===== src/rtl/match_controller.sv =====
// Round/match sequencer: edge-detected start/attacks, damage, health, COUNTDOWN->FIGHT->KO->RESULT; hits land one cycle after edge detection.
// MATCH_TIMER_EN enables the FIGHT round timer and timeout-to-KO; without it FIGHT ends only by KO.
module match_controller #(
  parameter int HEALTH_MAX   = 31,
  parameter int DAMAGE       = 4,
  parameter int COOLDOWN_CYC = 25_000_000,
  parameter int TICK_DIV     = 100_000_000,
  parameter int COUNTDOWN_S  = 3,
  parameter int ROUND_S      = 99,
  parameter int KO_HOLD_S    = 2
) (
  input  logic       clk,
  input  logic       reset,
  input  logic       start,
  input  logic       p1_attack,
  input  logic       p2_attack,
  input  logic       in_range,
  output logic [4:0] health_l,
  output logic [4:0] health_r,
  output logic [2:0] state,
  output logic       freeze,
  output logic [6:0] timer,
  output logic [1:0] winner,
  output logic       p1_hit,
  output logic       p2_hit
);
  localparam logic [2:0] S_IDLE      = 3'd0;
  localparam logic [2:0] S_COUNTDOWN = 3'd1;
  localparam logic [2:0] S_FIGHT     = 3'd2;
  localparam logic [2:0] S_KO        = 3'd3;
  localparam logic [2:0] S_RESULT    = 3'd4;

  localparam int CD_W = $clog2(COOLDOWN_CYC + 1);
  localparam int TK_W = $clog2(TICK_DIV + 1);

`ifdef MATCH_TIMER_EN
  localparam logic TIMER_EN = 1'b1;
`else
  localparam logic TIMER_EN = 1'b0;
`endif
  localparam logic [6:0] FIGHT_LOAD = TIMER_EN ? 7'(ROUND_S) : 7'd0;

  logic [2:0]      state_q, state_d;
  logic [4:0]      health_l_q, health_l_d, health_r_q, health_r_d;
  logic [6:0]      timer_q, timer_d;
  logic [1:0]      winner_q, winner_d;
  logic            p1_hit_q, p1_hit_d, p2_hit_q, p2_hit_d;
  logic [CD_W-1:0] cd1_q, cd1_d, cd2_q, cd2_d;
  logic [TK_W-1:0] tick_cnt_q, tick_cnt_d;
  logic            start_s_q, start_p_q, p1_s_q, p1_p_q, p2_s_q, p2_p_q;

  logic start_edge, p1_edge, p2_edge, tick, ko_now, timeout, fight_live, p1_acc, p2_acc;
  logic [1:0] ko_winner, to_winner;

  // Inputs pass one register stage; the edge is taken between that stage and its previous value.
  assign start_edge = start_s_q & ~start_p_q;
  assign p1_edge    = p1_s_q & ~p1_p_q;
  assign p2_edge    = p2_s_q & ~p2_p_q;
  assign tick       = (tick_cnt_q == TK_W'(TICK_DIV - 1));
  assign ko_now     = (health_l_q == 5'd0) || (health_r_q == 5'd0);
  assign timeout    = TIMER_EN && (state_q == S_FIGHT) && tick && (timer_q == 7'd1);
  assign fight_live = (state_q == S_FIGHT) && !ko_now && !timeout;
  assign p1_acc     = fight_live && p1_edge && (cd1_q == '0);
  assign p2_acc     = fight_live && p2_edge && (cd2_q == '0);
  assign ko_winner  = (health_l_q == 5'd0 && health_r_q == 5'd0) ? 2'b11 :
                      (health_l_q == 5'd0) ? 2'b10 : 2'b01;
  assign to_winner  = (health_l_q > health_r_q) ? 2'b01 :
                      (health_r_q > health_l_q) ? 2'b10 : 2'b11;

  function automatic logic [4:0] sub_dmg(input logic [4:0] h);
    logic [5:0] diff;
    diff = {1'b0, h} - 6'(DAMAGE);
    return diff[5] ? 5'd0 : diff[4:0];
  endfunction

  always_ff @(posedge clk or negedge reset) begin
    if (!reset) state_q <= S_IDLE;
    else        state_q <= state_d;
  end

  always_comb begin
    state_d = state_q;
    case (state_q)
      S_IDLE, S_RESULT: if (start_edge) state_d = S_COUNTDOWN;
      S_COUNTDOWN:      if (tick && timer_q == 7'd1) state_d = S_FIGHT;
      S_FIGHT:          if (ko_now || timeout) state_d = S_KO;
      S_KO:             if (tick && timer_q == 7'd1) state_d = S_RESULT;
      default:          state_d = S_IDLE;
    endcase
  end

  always_comb begin
    health_l_d = health_l_q;
    health_r_d = health_r_q;
    timer_d    = timer_q;
    winner_d   = winner_q;
    p1_hit_d   = 1'b0;
    p2_hit_d   = 1'b0;
    cd1_d      = (cd1_q == '0) ? '0 : cd1_q - CD_W'(1);
    cd2_d      = (cd2_q == '0) ? '0 : cd2_q - CD_W'(1);
    tick_cnt_d = (state_d != state_q || tick) ? '0 : tick_cnt_q + TK_W'(1);
    case (state_q)
      S_IDLE, S_RESULT: begin
        if (start_edge) begin
          health_l_d = 5'(HEALTH_MAX);
          health_r_d = 5'(HEALTH_MAX);
          timer_d    = 7'(COUNTDOWN_S);
          winner_d   = 2'b00;
          cd1_d      = '0;
          cd2_d      = '0;
        end
      end
      S_COUNTDOWN: begin
        if (tick) timer_d = (timer_q == 7'd1) ? FIGHT_LOAD : timer_q - 7'd1;
      end
      S_FIGHT: begin
        if (p1_acc) begin
          cd1_d = CD_W'(COOLDOWN_CYC);
          if (in_range) begin
            health_r_d = sub_dmg(health_r_q);
            p1_hit_d   = 1'b1;
          end
        end
        if (p2_acc) begin
          cd2_d = CD_W'(COOLDOWN_CYC);
          if (in_range) begin
            health_l_d = sub_dmg(health_l_q);
            p2_hit_d   = 1'b1;
          end
        end
        if (ko_now) begin
          winner_d = ko_winner;
          timer_d  = 7'(KO_HOLD_S);
        end else if (timeout) begin
          winner_d = to_winner;
          timer_d  = 7'(KO_HOLD_S);
        end else if (TIMER_EN && tick) begin
          timer_d = timer_q - 7'd1;
        end
      end
      S_KO: begin
        if (tick) timer_d = timer_q - 7'd1;
      end
      default: ;
    endcase
  end

  always_ff @(posedge clk or negedge reset) begin
    if (!reset) begin
      health_l_q <= 5'd0;
      health_r_q <= 5'd0;
      timer_q    <= 7'd0;
      winner_q   <= 2'b00;
      p1_hit_q   <= 1'b0;
      p2_hit_q   <= 1'b0;
      cd1_q      <= '0;
      cd2_q      <= '0;
      tick_cnt_q <= '0;
      start_s_q  <= 1'b0;
      start_p_q  <= 1'b0;
      p1_s_q     <= 1'b0;
      p1_p_q     <= 1'b0;
      p2_s_q     <= 1'b0;
      p2_p_q     <= 1'b0;
    end else begin
      health_l_q <= health_l_d;
      health_r_q <= health_r_d;
      timer_q    <= timer_d;
      winner_q   <= winner_d;
      p1_hit_q   <= p1_hit_d;
      p2_hit_q   <= p2_hit_d;
      cd1_q      <= cd1_d;
      cd2_q      <= cd2_d;
      tick_cnt_q <= tick_cnt_d;
      start_s_q  <= start;
      start_p_q  <= start_s_q;
      p1_s_q     <= p1_attack;
      p1_p_q     <= p1_s_q;
      p2_s_q     <= p2_attack;
      p2_p_q     <= p2_s_q;
    end
  end

  always_comb begin
    state    = state_q;
    freeze   = (state_q != S_FIGHT);
    health_l = health_l_q;
    health_r = health_r_q;
    timer    = timer_q;
    winner   = winner_q;
    p1_hit   = p1_hit_q;
    p2_hit   = p2_hit_q;
  end
endmodule


===== config.mk =====
export PLATFORM = sky130hd
export DESIGN_NAME = match_controller
export DESIGN_NICKNAME = d
export VERILOG_FILES = /design/src/rtl/match_controller.sv
export SDC_FILE = /design/constraint.sdc
export NUM_CORES = 1
export LEC_CHECK = 0
export CAP_MARGIN = 5
export CORE_UTILIZATION = 30
export CTS_CLUSTER_SIZE = 24
export DETAILED_ROUTE_END_ITERATION = 8
export GPL_ROUTABILITY_DRIVEN = 0
export SLEW_MARGIN = 20
export SYNTH_ARGS = -nofsm -noshare
export SYNTH_HDL_FRONTEND = slang
export SYNTH_SLANG_ARGS = --single-unit

===== constraint.sdc =====
create_clock -name clk -period 2.2 [get_ports clk]
set_input_delay 0.33 -clock clk [delete_from_list [all_inputs] [get_ports clk]]
set_output_delay 0.33 -clock clk [all_outputs]
set_load 0.05 [all_outputs]

## Yosys cells after proc, flatten, opt, wreduce, memory -nomap -nowiden

Index checks and enable logic that the tools add are counted.

| word-level totals | value |
|---|---|
| register bits after elaboration | 107 |
| output and inout port bits | 25 |
| word-level logic and storage cells | 104 |

| cells by class | value |
|---|---|
| $add $sub $neg | 6 |
| equal/unequal tests | 15 |
| muxes and demuxes | 39 |
| bitwise operators | 6 |
| reduce and logical (&&, ||, !) cells | 22 |

Operator list:

| cell | number |
|---|---|
| 2-to-1 mux 25 bit | 6 |
| case mux 25 bit (2 select lines) | 2 |
| zero test 25 bit | 2 |
| subtractor 25 x 1 -> 25 bit (second input constant) | 2 |
| 2-to-1 mux 5 bit | 7 |
| 2-to-1 mux 7 bit | 5 |
| case mux 7 bit (4 select lines) | 1 |
| adder 27 x 1 -> 27 bit (second input constant) | 1 |
| == test 27 bit (second input constant) | 1 |
| 2-to-1 mux 27 bit | 1 |
| case mux 5 bit (2 select lines) | 2 |
| inequality test 2 bit (second input constant) | 7 |
| 2-to-1 mux 3 bit | 4 |
| case mux 3 bit (4 select lines) | 1 |
| subtractor 5 x 3 -> 6 bit (second input constant) | 2 |
| zero test 5 bit | 2 |
| 2-to-1 mux 2 bit | 4 |
| AND reduction 4 bit | 2 |
| == test 7 x 1 -> 1 bit (second input constant) | 1 |
| logical AND 1 bit | 7 |
| subtractor 7 x 1 -> 7 bit (second input constant) | 1 |
| == test 3 x 2 -> 1 bit (second input constant) | 2 |
| 2-to-1 mux 1 bit | 5 |
| AND reduction 5 bit | 1 |
| other kinds (14) | 19 |

## Logic depth before layout (Yosys ltp)

Gate-level depths: netlist (run 1).

| depth | value |
|---|---|
| depth in word-level cells | 8 |
| gate-level depth with buffers | 8 |
| depth with buffers taken out | 7 |

## Least setup slack after synthesis (run 1)

OpenSTA, ideal clock, no wires.

| path | value |
|---|---|
| path type | register -> register |
| start | register state_q[1], in the netlist state[1] |
| end | register health_l_q[2], in the netlist health_l[2] |
| data arrival time | 2.714 ns |
| data required time | 2.072 ns |
| path slack | -0.642 ns |
| stages on the path, launching flop included | 7 |
| path buffers | 0 |
| clock period less this slack | 2.842 ns |
| cell sequence | dfrtp_1 nor3b_2 inv_1 or4_1 or4_4 a21oi_2 mux2_1 |

| on the way | value |
|---|---|
| longest elaborated chain between the ends | 6 |

Ends and longest elaborated chain:

| what | line | text |
|---|---|---|
| start: declaration | 43 | `logic [2:0] state_q, state_d;` |
| start signal: assignment | 78 | `else state_q <= state_d;` |
| == test 3 x 2 -> 1 bit | 62, 102 |  |
| logical AND 1 bit | 62 | `assign fight_live = (state_q == S_FIGHT) && !ko_now && !timeout;` |
| logical AND 1 bit (2 in a row) | 64 | `assign p2_acc = fight_live && p2_edge && (cd2_q == '0);` |
| inequality test 2 bit (no source line) | n/a |  |
| AND reduction 4 bit (no source line) | n/a |  |
| end signal: assignment | 166 | `health_l_q <= health_l_d;` |
| end: declaration | 44 | `logic [4:0] health_l_q, health_l_d, health_r_q, health_r_d;` |

Parallel ways exist; a longest one is shown, timed or not.
A chain may end at the register's enable or synchronous reset.

## Worst setup path after layout (run 1)

| path | value |
|---|---|
| start | register health_l_q[2], in the netlist health_l[2] |
| end | register health_l_q[2], in the netlist health_l[2] |

| on the way | value |
|---|---|
| longest elaborated chain between the ends | 8 |

Ends and longest elaborated chain:

| what |
|---|
| parallel branches: the longest is 8 deep, another holds subtractor 5 x 3 -> 6 bit |

Parallel ways; which one is timed is not known. The select of a mux whose other input is x is not followed.

==> impl_summary.md, run 1 <==
Clock network
The root buffer cell is sky130_fd_sc_hd__clkbuf_16. At the later pin of the worst-skew pair, clock insertion delay measures 350 ps. TritonCTS built the clock tree. Clock-pin slew was measured on the worst setup and hold paths at around 70 ps. In this run the number of H-tree levels came out at 3. The number of clock buffers inserted by TritonCTS is 9. The number of buffers on the longest clock path is 2. The clock net in this run drives a total of around 110 sinks.

Critical path
The worst setup path is launched from a flip-flop. The critical path class is flip-flop to flip-flop. The cell count of the worst reg-to-reg path is 7. The data required time at the worst endpoint is approximately 2400 ps. The endpoint of the worst-slack reg-to-reg timing path is health_l[2]. The highest net fanout along the worst path is 3.

The startpoint of the worst-slack reg-to-reg timing path is health_l[2]. The arrival time reported for the critical path endpoint is ~2600 ps. The nature of the critical path endpoint is a flip-flop. The internal reg-to-reg setup slack is -150 ps.

Die
The die is 135 um tall. The core region is roughly 17000 sq um. The initial standard-cell utilization of the core is 0.307. Row generation in the floorplan step produced between 40 and 50 rows. The horizontal extent of the die is 135 um.

The die covers about 18000 sq um. Pin placement for this block handled 31 I/O pins.

Routing
The total number of vias is between 4k and 5k. The number of nets with antenna violations after detailed routing is 0. The violation count after the first detailed-routing iteration is ~130. The ratio of routed vias to standard cells is just under 5. After detailed routing, the average wire length per cell comes to around 14 um. The routed design has around 13000 um of wire.

For this run, design rule violations remaining after detail routing come to 0. The first-pass iteration count of the detailed router is 4.

Pwr
The part of the total power dissipated in the clock network is 0.213. The part of the total power dissipated in combinational logic is 0.423. For this design the total switching power over the nets is about 2.7 mW. The leakage dissipation is between 3 and 4 nW. The cell area power density is just over 1000 nW/um^2.

The switching fraction of total power is 0.363. The peak supply drop is 0.685 mV. Cell internal power was estimated by the tool at roughly 4.7 mW. The completed layout was analyzed and its total power is approximately 7.4 mW. The part of the power in registers is 0.364.

Worst hold path
The path type of the worst min-delay path is flip-flop to flip-flop. The cell count of the worst hold path is 0. The worst hold endpoint is start_p_q. The worst hold path startpoint is start_s_q.

Global routing
The sum of overflow across all layers after global routing is 0. The total routing resource utilization after global routing is 0.149. The met3 capacity usage during global routing is 0.0323. The wire length of the first global-routing pass is around 21000 um.

The via count of the first global-routing pass is approximately 4.5k. In the global route stage, met1 resource usage came out at 0.176. Entering global routing, the biggest net connects 52 pins. The layer flagged by global routing as most heavily used is met2.

The initial antenna violation count is 0. For this run, global-route usage on met2 was measured as 0.255.

Synthesis
Of the synthesized area, sequential elements account for 0.496. The netlist area before placement is 5300 sq um. The most frequently used flop master after synthesis is sky130_fd_sc_hd__dfrtp_1. In this run, synthesis inferred 0 flip-flops with an integrated enable. Counting every net in the synthesized netlist gives 547.

After synthesis the netlist holds a flip-flop and latch count of 105. The per-instance average area after synthesis is 9.99 sq um. The gate count after technology mapping is 531. The share of async-settable or async-resettable flops after synthesis is 1.00. Yosys printed 0 warnings. The synthesized netlist contains 54 unique library cells.

Timing
The number of endpoints with negative hold slack in the final report is 0. Final hold analysis gives a worst-case slack of about 380 ps. Setup violations remaining at the end of the flow were counted as 28. The number of max-slew violations in the final report came to 0. The worst-case clock skew is ~7.4 ps.

Setup slack on the critical path of the routed design comes to -152 ps. The final worst-path cycle share is 1.07. Setup repair after global routing could not meet its margin everywhere.

At the pin with the least slew margin, the transition time is 524 ps. The worst relative slew slack is 0.647. The highest attainable clock frequency is about 430 MHz.

The time the worst path needs with I/O delays and setup is approximately 2400 ps.

Layout
The filler cells instantiated in the layout total about 1.7k. After routing the design area is between 7000 and 8000 sq um. Leaving out fill and tap cells, the most frequent cell in the layout is sky130_fd_sc_hd__dfrtp_1. The fraction of layout cells with a size suffix above 1 is 0.268. The repair_antennas step left the layout with diodes totalling 0. The area growth from synthesis to layout is 34.1%. The final net count is ~670. In the layout the commonest cells are sky130_fd_sc_hd__dfrtp_1, sky130_fd_sc_hd__buf_4, sky130_fd_sc_hd__nor2_1, sky130_fd_sc_hd__xor2_1, sky130_fd_sc_hd__clkdlybuf4s50_1.

Status
The checks that failed: negative setup slack. The run finished, with violations left.

Place
The count of input and output buffers is 30. In this run the cell area measured after placement is 6540 sq um. The HPWL reported at the end of detailed placement is between 9000 and 10000 um.

Job
Across the run, the number of max-cap violations was 0.
## repair_timing
item                                   CTS  global route
endpoints found under the hold margin   28             0
pin swaps                               11             8
gates resized for setup                 30            12
setup endpoints to repair               36            48
cloned                                   1             0
hold buffers                             1             0
setup buffers                            6             6
## cells in the mapped netlist (all sizes together), types with 5 or more instances
cell type | count | area share
mux2 | 5 | 0.011
and3 | 8 | 0.0094
o21ai | 32 | 0.036
ha | 10 | 0.024
dfrtp | 105 | 0.50
nand4 | 16 | 0.019
nor3 | 17 | 0.016
xnor2 | 27 | 0.045
inv | 21 | 0.015
clkbuf | 10 | 0.0071
nor3b | 6 | 0.012
nor2 | 90 | 0.064
nand2 | 23 | 0.016
or3 | 7 | 0.0083
a221o | 5 | 0.0094
buf | 7 | 0.013
xor2 | 42 | 0.069
or4 | 11 | 0.017
nand3 | 24 | 0.023
nor4 | 17 | 0.022
## flip-flops by register name, indices dropped and copies added (netlist names)
register,flops
health_l,4
winner,2
cd2_q,25
tick_cnt_q,27
p2_s_q,1
state,3
start_p_q,1
timer,7
cd1_q,25
p2_p_q,1
start_s_q,1
p2_hit,1
p1_p_q,1
p1_hit,1
p1_s_q,1
health_r,4
## metrics by stage
stage               setup WS, ps  cells  TNS (ps)   util
floorplan                   -372    531     -2070      -
global placement            -111    855     -1990  0.378
detailed placement          -173    855     -3700  0.378
CTS                         -166    879     -2670  0.405
global route                -202    885     -4780  0.411
finish                      -152    885     -2650  0.411
## cell type report
| class | instances | area [sq um] | area share |
|---|---|---|---|
| tap | 225 | 282 | 0.0396 |
| sequential | 105 | 2640 | 0.371 |
| inverter | 21 | 81.3 | 0.0114 |
| clock buffer | 9 | 225 | 0.0317 |
| clock inverter | 7 | 61.3 | 0.00862 |
| multi-input combinational | 388 | 2670 | 0.375 |
| timing repair buffer | 130 | 1160 | 0.163 |
## per-layer routing
metal	share of wire	vias up
met1	0.44	2153
met4	0.031	0
met2	0.50	58
li1	-	2100
met3	0.030	25
met5	0	-
## worst max-delay path, stage by stage (launching register included)
cell,delay [ps]
sky130_fd_sc_hd__dfrtp_2,370
sky130_fd_sc_hd__inv_2,50
sky130_fd_sc_hd__ha_4,150
sky130_fd_sc_hd__nor3b_4,140
sky130_fd_sc_hd__or4_4,510
sky130_fd_sc_hd__or4_4,530
sky130_fd_sc_hd__a21oi_4,180
sky130_fd_sc_hd__mux2_4,310
## power by group through the flow
| stage | registers (mW) | logic, mW | clock network (mW) |
|---|---|---|---|
| after floorplan | 2.79 | 1.62 | 0 |
| after global placement | 2.69 | 2.77 | 0 |
| after detailed placement | 2.70 | 2.86 | 0 |
| after CTS | 2.69 | 3.08 | 1.62 |
| after global routing | 2.75 | 3.47 | 1.68 |
| final | 2.69 | 3.12 | 1.57 |
## kinds of logic after synthesis
| logic type | Yosys count | synth area share |
|---|---|---|
| compound gates | 62 | 0.0828 |
| fa+ha+maj | 10 | 0.0236 |
| buf+inv | 38 | 0.0347 |
| mux | 6 | 0.0125 |
| xor+xnor | 69 | 0.114 |
| flops | 105 | 0.496 |
| simple gates | 241 | 0.237 |
## how the worst max path moves through the flow
stage / startpoint / endpoint / depth (start not counted) / slack (ps)
6_report: health_l[2] / health_l[2] / 7 / -150
4_1_cts: health_l[2] / health_l[2] / 7 / -170
3_3_place_gp: health_l[2] / health_l[2] / 7 / -110
2_1_floorplan: health_l[2] / health_l[2] / 7 / -370
3_5_place_dp: health_l[2] / health_l[2] / 7 / -170
5_1_grt: cd2_q[0] / cd2_q[8] / 8 / -200
No activity file was read; power rests on OpenSTA's default activity.
==> inputs of run 2 (changes only) <==
GPL_ROUTABILITY_DRIVEN = default   (was 0)
==> results of run 2 <==
Same layout as run 1: the final DEF is identical, and so are final timing and power.
==> inputs of run 3 (changes only) <==
CORE_UTILIZATION = 54   (was 30)
PLACE_DENSITY = 0.76   (was default)
SLEW_MARGIN = default   (was 20)
==> run 3 against run 2 <==
Effect of this change: the run still ends with negative setup slack left; cell count is 12% lower; sequential power is essentially flat; total power shrank 4.3%; core utilization grew 32 points; die area is 44% lower; critical path depth rose by 1; maximum frequency down 0.79%; worst setup slack worse by 19 ps; cell area shrank 4.0%; largest cell class unchanged; largest power group unchanged.
==> impl_summary.md, run 3 (synthesized netlist as in run 1, its figures left out) <==
Timing
The total of endpoints with negative setup slack in the final report is 26 (-7.1%). The highest attainable clock frequency is 422 MHz (-0.79%). The number of max-slew violations in the final report is 0 (unchanged). The worst slack on hold paths is 379 ps (+1.61 ps).

The worst-case clock skew is 15.3 ps (+7.92 ps). The final worst-path cycle share is 1.08 (+0.00846). The transition at the pin with the smallest max-transition slack is 548 ps (+24.0 ps).

The time the worst path needs with I/O delays and setup is 2370 ps (+18.6 ps). The number of endpoints with negative hold slack in the final report was 0 (unchanged). Setup repair after global routing could not meet its margin everywhere. The worst relative slew slack is 0.631 (-0.0162). The least setup slack across all paths after layout came to -171 ps (-18.6 ps).

Routing
The violation count after the first detailed-routing iteration is 166 (+25%). The detailed-route wire length per cell is 15.1 um (+4.9%). The number of nets with antenna violations after detailed routing came to 0 (unchanged). The ratio of routed vias to standard cells is 5.54 (+13%). The total wire length was 11800 um (-7.2%).

The first-pass iteration count of the detailed router is 4 (unchanged). The post-detailed-route DRC marker count is 0 (unchanged). The total number of vias is 4336 (unchanged).

Critical path
The arrival time reported for the critical path endpoint is 2640 ps (+40 ps). The highest net fanout along the worst path is 6 (+3). The internal reg-to-reg setup slack was -170 ps (-20 ps). The worst setup path is launched from a flip-flop. The slowest stage of the critical path is the sky130_fd_sc_hd__or4b_4 cell. The peak per-stage delay on the critical path is 460 ps (-70 ps). The kind of cell with the highest combined delay on the critical path is simple AND/OR/NAND/NOR gates. The signal on the critical path passes through inv_2 -> ha_4 -> or4b_4 -> or4_4 -> nor3b_4 -> a21o_4 -> clkbuf_16 -> nor2_2.

The cell count of the worst reg-to-reg path came to 8 (+1). The startpoint of the worst-slack reg-to-reg timing path is cd2_q[0]. The critical path starts at cd2_q[0].

STA classifies the critical path endpoint as a flip-flop. The end of the critical path is cd2_q[7]. The number of cells on the critical path was 8 (+1). The data required time at the worst endpoint came to 2470 ps (+30 ps). The critical path class is flip-flop to flip-flop. The endpoint of the worst-slack reg-to-reg timing path is cd2_q[7]. The buffer and inverter count on the worst path is 2 (+1).

Global routing
The total routing resource utilization after global routing is 0.250 (+0.102). The initial antenna violation count is 0 (unchanged). The via count of the first global-routing pass is 4274 (-5.0%). The wire length of the first global-routing pass is 19900 um (-6.6%). The largest net degree at the start of global routing is 57 (+9.6%). The sum of overflow across all layers after global routing is 0 (unchanged).

Die
The horizontal extent of the die came to 101 um (-25%). The initial standard-cell utilization of the core is 0.566 (+0.259). The vertical extent of the die is 101 um (-25%).

The floorplan die area is 10200 sq um (-44%). The number of I/O pins is 31 (unchanged). The site row count is 35 (-27%). The core footprint is 9370 sq um (-46%).

Worst hold path
The tightest min-delay check is of the primary input to asynchronous set/reset pin type.

Pwr
The peak supply drop is 0.684 mV (-0.19%). The cell area power density was 1030 nW/um^2 (-0.32%). The total power draw is 7.07 mW (-4.3%).

The leakage dissipation is 3.09 nW (-2.8%).

Clock network
The number of buffers on the longest clock path is 2 (unchanged). The number of clock buffers inserted by TritonCTS is 9 (unchanged). The clock network latency to the later pin of the worst-skew pair is 380 ps (+30 ps). In this run the clock root is driven by a sky130_fd_sc_hd__clkbuf_8. The number of H-tree levels is 3 (unchanged).

TritonCTS built the clock tree. The total number of clock tree sinks is 105 (unchanged). The clock slew seen by the registers of the worst setup and hold paths is 110 ps (+40 ps).

Status
The checks that failed: negative setup slack. The flow ran to the end, but the final reports show violations.

Place
The total placed cells including tap cells is 760 (-11%). The count of input and output buffers is 30 (unchanged). The HPWL reported at the end of detailed placement came to 8140 um (-11%). The final RePlAce weighted congestion is 0.969. The cell area reported after detailed placement came to 6410 sq um (-1.9%).

Layout
tick_cnt_q holds more flip-flops than any other register. The top cell types in the final layout, fill and taps aside, are sky130_fd_sc_hd__dfrtp_1, sky130_fd_sc_hd__buf_4, sky130_fd_sc_hd__nor2_1, sky130_fd_sc_hd__xor2_1, sky130_fd_sc_hd__clkdlybuf4s50_1. The fraction of layout cells with a size suffix above 1 came to 0.268 (-0.000598). The final net count was 665 (-0.89%). The final design area excluding fillers is 6830 sq um (-4.0%).

Relative to the synthesized area, the layout overhead comes to 28.8%. The most common library cell in the layout ignoring fill and taps is sky130_fd_sc_hd__dfrtp_1. The count of antenna diodes in the layout was 0 (unchanged). The number of flip-flops under the largest register name is 27 (unchanged). The final cell count without fillers is 783 (-12%). The largest registers in the layout are tick_cnt_q (27), cd1_q (25), cd2_q (25).

Job
The number of max-capacitance violations reported came to 0 (unchanged).
[run 3: cell count changes in the layout (fill, tap and decap cells not counted), sizes merged]
cell | before | now
a21o | 3 | 4
clkinvlp | 2 | 1
buf | 101 | 93
clkbuf | 9 | 10
bufinv | 0 | 1
[run 3: worst reg2reg max path, cell delays in order (launching register included)]
cell                        delay (ps)
sky130_fd_sc_hd__dfrtp_1           410
sky130_fd_sc_hd__inv_2              70
sky130_fd_sc_hd__ha_4              130
sky130_fd_sc_hd__or4b_4            460
sky130_fd_sc_hd__or4_4             460
sky130_fd_sc_hd__nor3b_4           280
sky130_fd_sc_hd__a21o_4            230
sky130_fd_sc_hd__clkbuf_16         180
sky130_fd_sc_hd__nor2_2             40
[run 3: worst min-delay path by stage]
stage	startpoint	endpoint	depth (start not counted)
after floorplan	reset	cd1_q[0]	0
after global placement	reset	timer[5]	1
after detailed placement	reset	timer[3]	1
after CTS	reset	health_r[3]	2
after global routing	p1_attack	p1_s_q	1
final	reset	timer[6]	2
[run 3: stage by stage]
stage	utilization	setup slack [ps]	setup TNS, ps
6_report	0.729	-171	-3530
5_1_grt	0.729	-256	-6010
4_1_cts	0.713	-162	-3300
3_5_place_dp	0.684	-200	-3090
3_3_place_gp	0.684	-115	-1580
2_1_floorplan	-	-372	-2070
[run 3: final cells by class]
| cell class | instances | area (sq um) |
|---|---|---|
| clock buffers | 9 | 124 |
| multi-input cells | 389 | 2670 |
| well taps | 129 | 161 |
| fillers | 658 | 2540 |
| clock inverters | 7 | 83.8 |
| flip-flops and latches | 105 | 2640 |
| repair buffers | 123 | 1070 |
| inverters | 21 | 81.3 |
[run 3: timing repair]
item                                    in CTS  in global routing
buffers inserted                             2                  3
hold endpoints to repair                    18                  0
endpoints found under the setup margin      35                 36
hold buffers                                 1                  0
gates resized for setup                      7                 27
pin swaps                                    6                 10
gates cloned                                 1                  1
[run 3: routing by layer]
layer	wire, um	vias up	global-route usage
met5	0	-	0
met4	97	0	0.0747
met3	384	8	0.0388
met2	5960	72	0.425
met1	5400	2160	0.331
li1	-	2096	-
[run 3: report_power, final]
part / internal [mW] / leakage [nW] / switching [mW]
clock network: 0.549 / 0.103 / 0.715
registers: 2.34 / 1.36 / 0.358
logic: 1.52 / 1.63 / 1.58
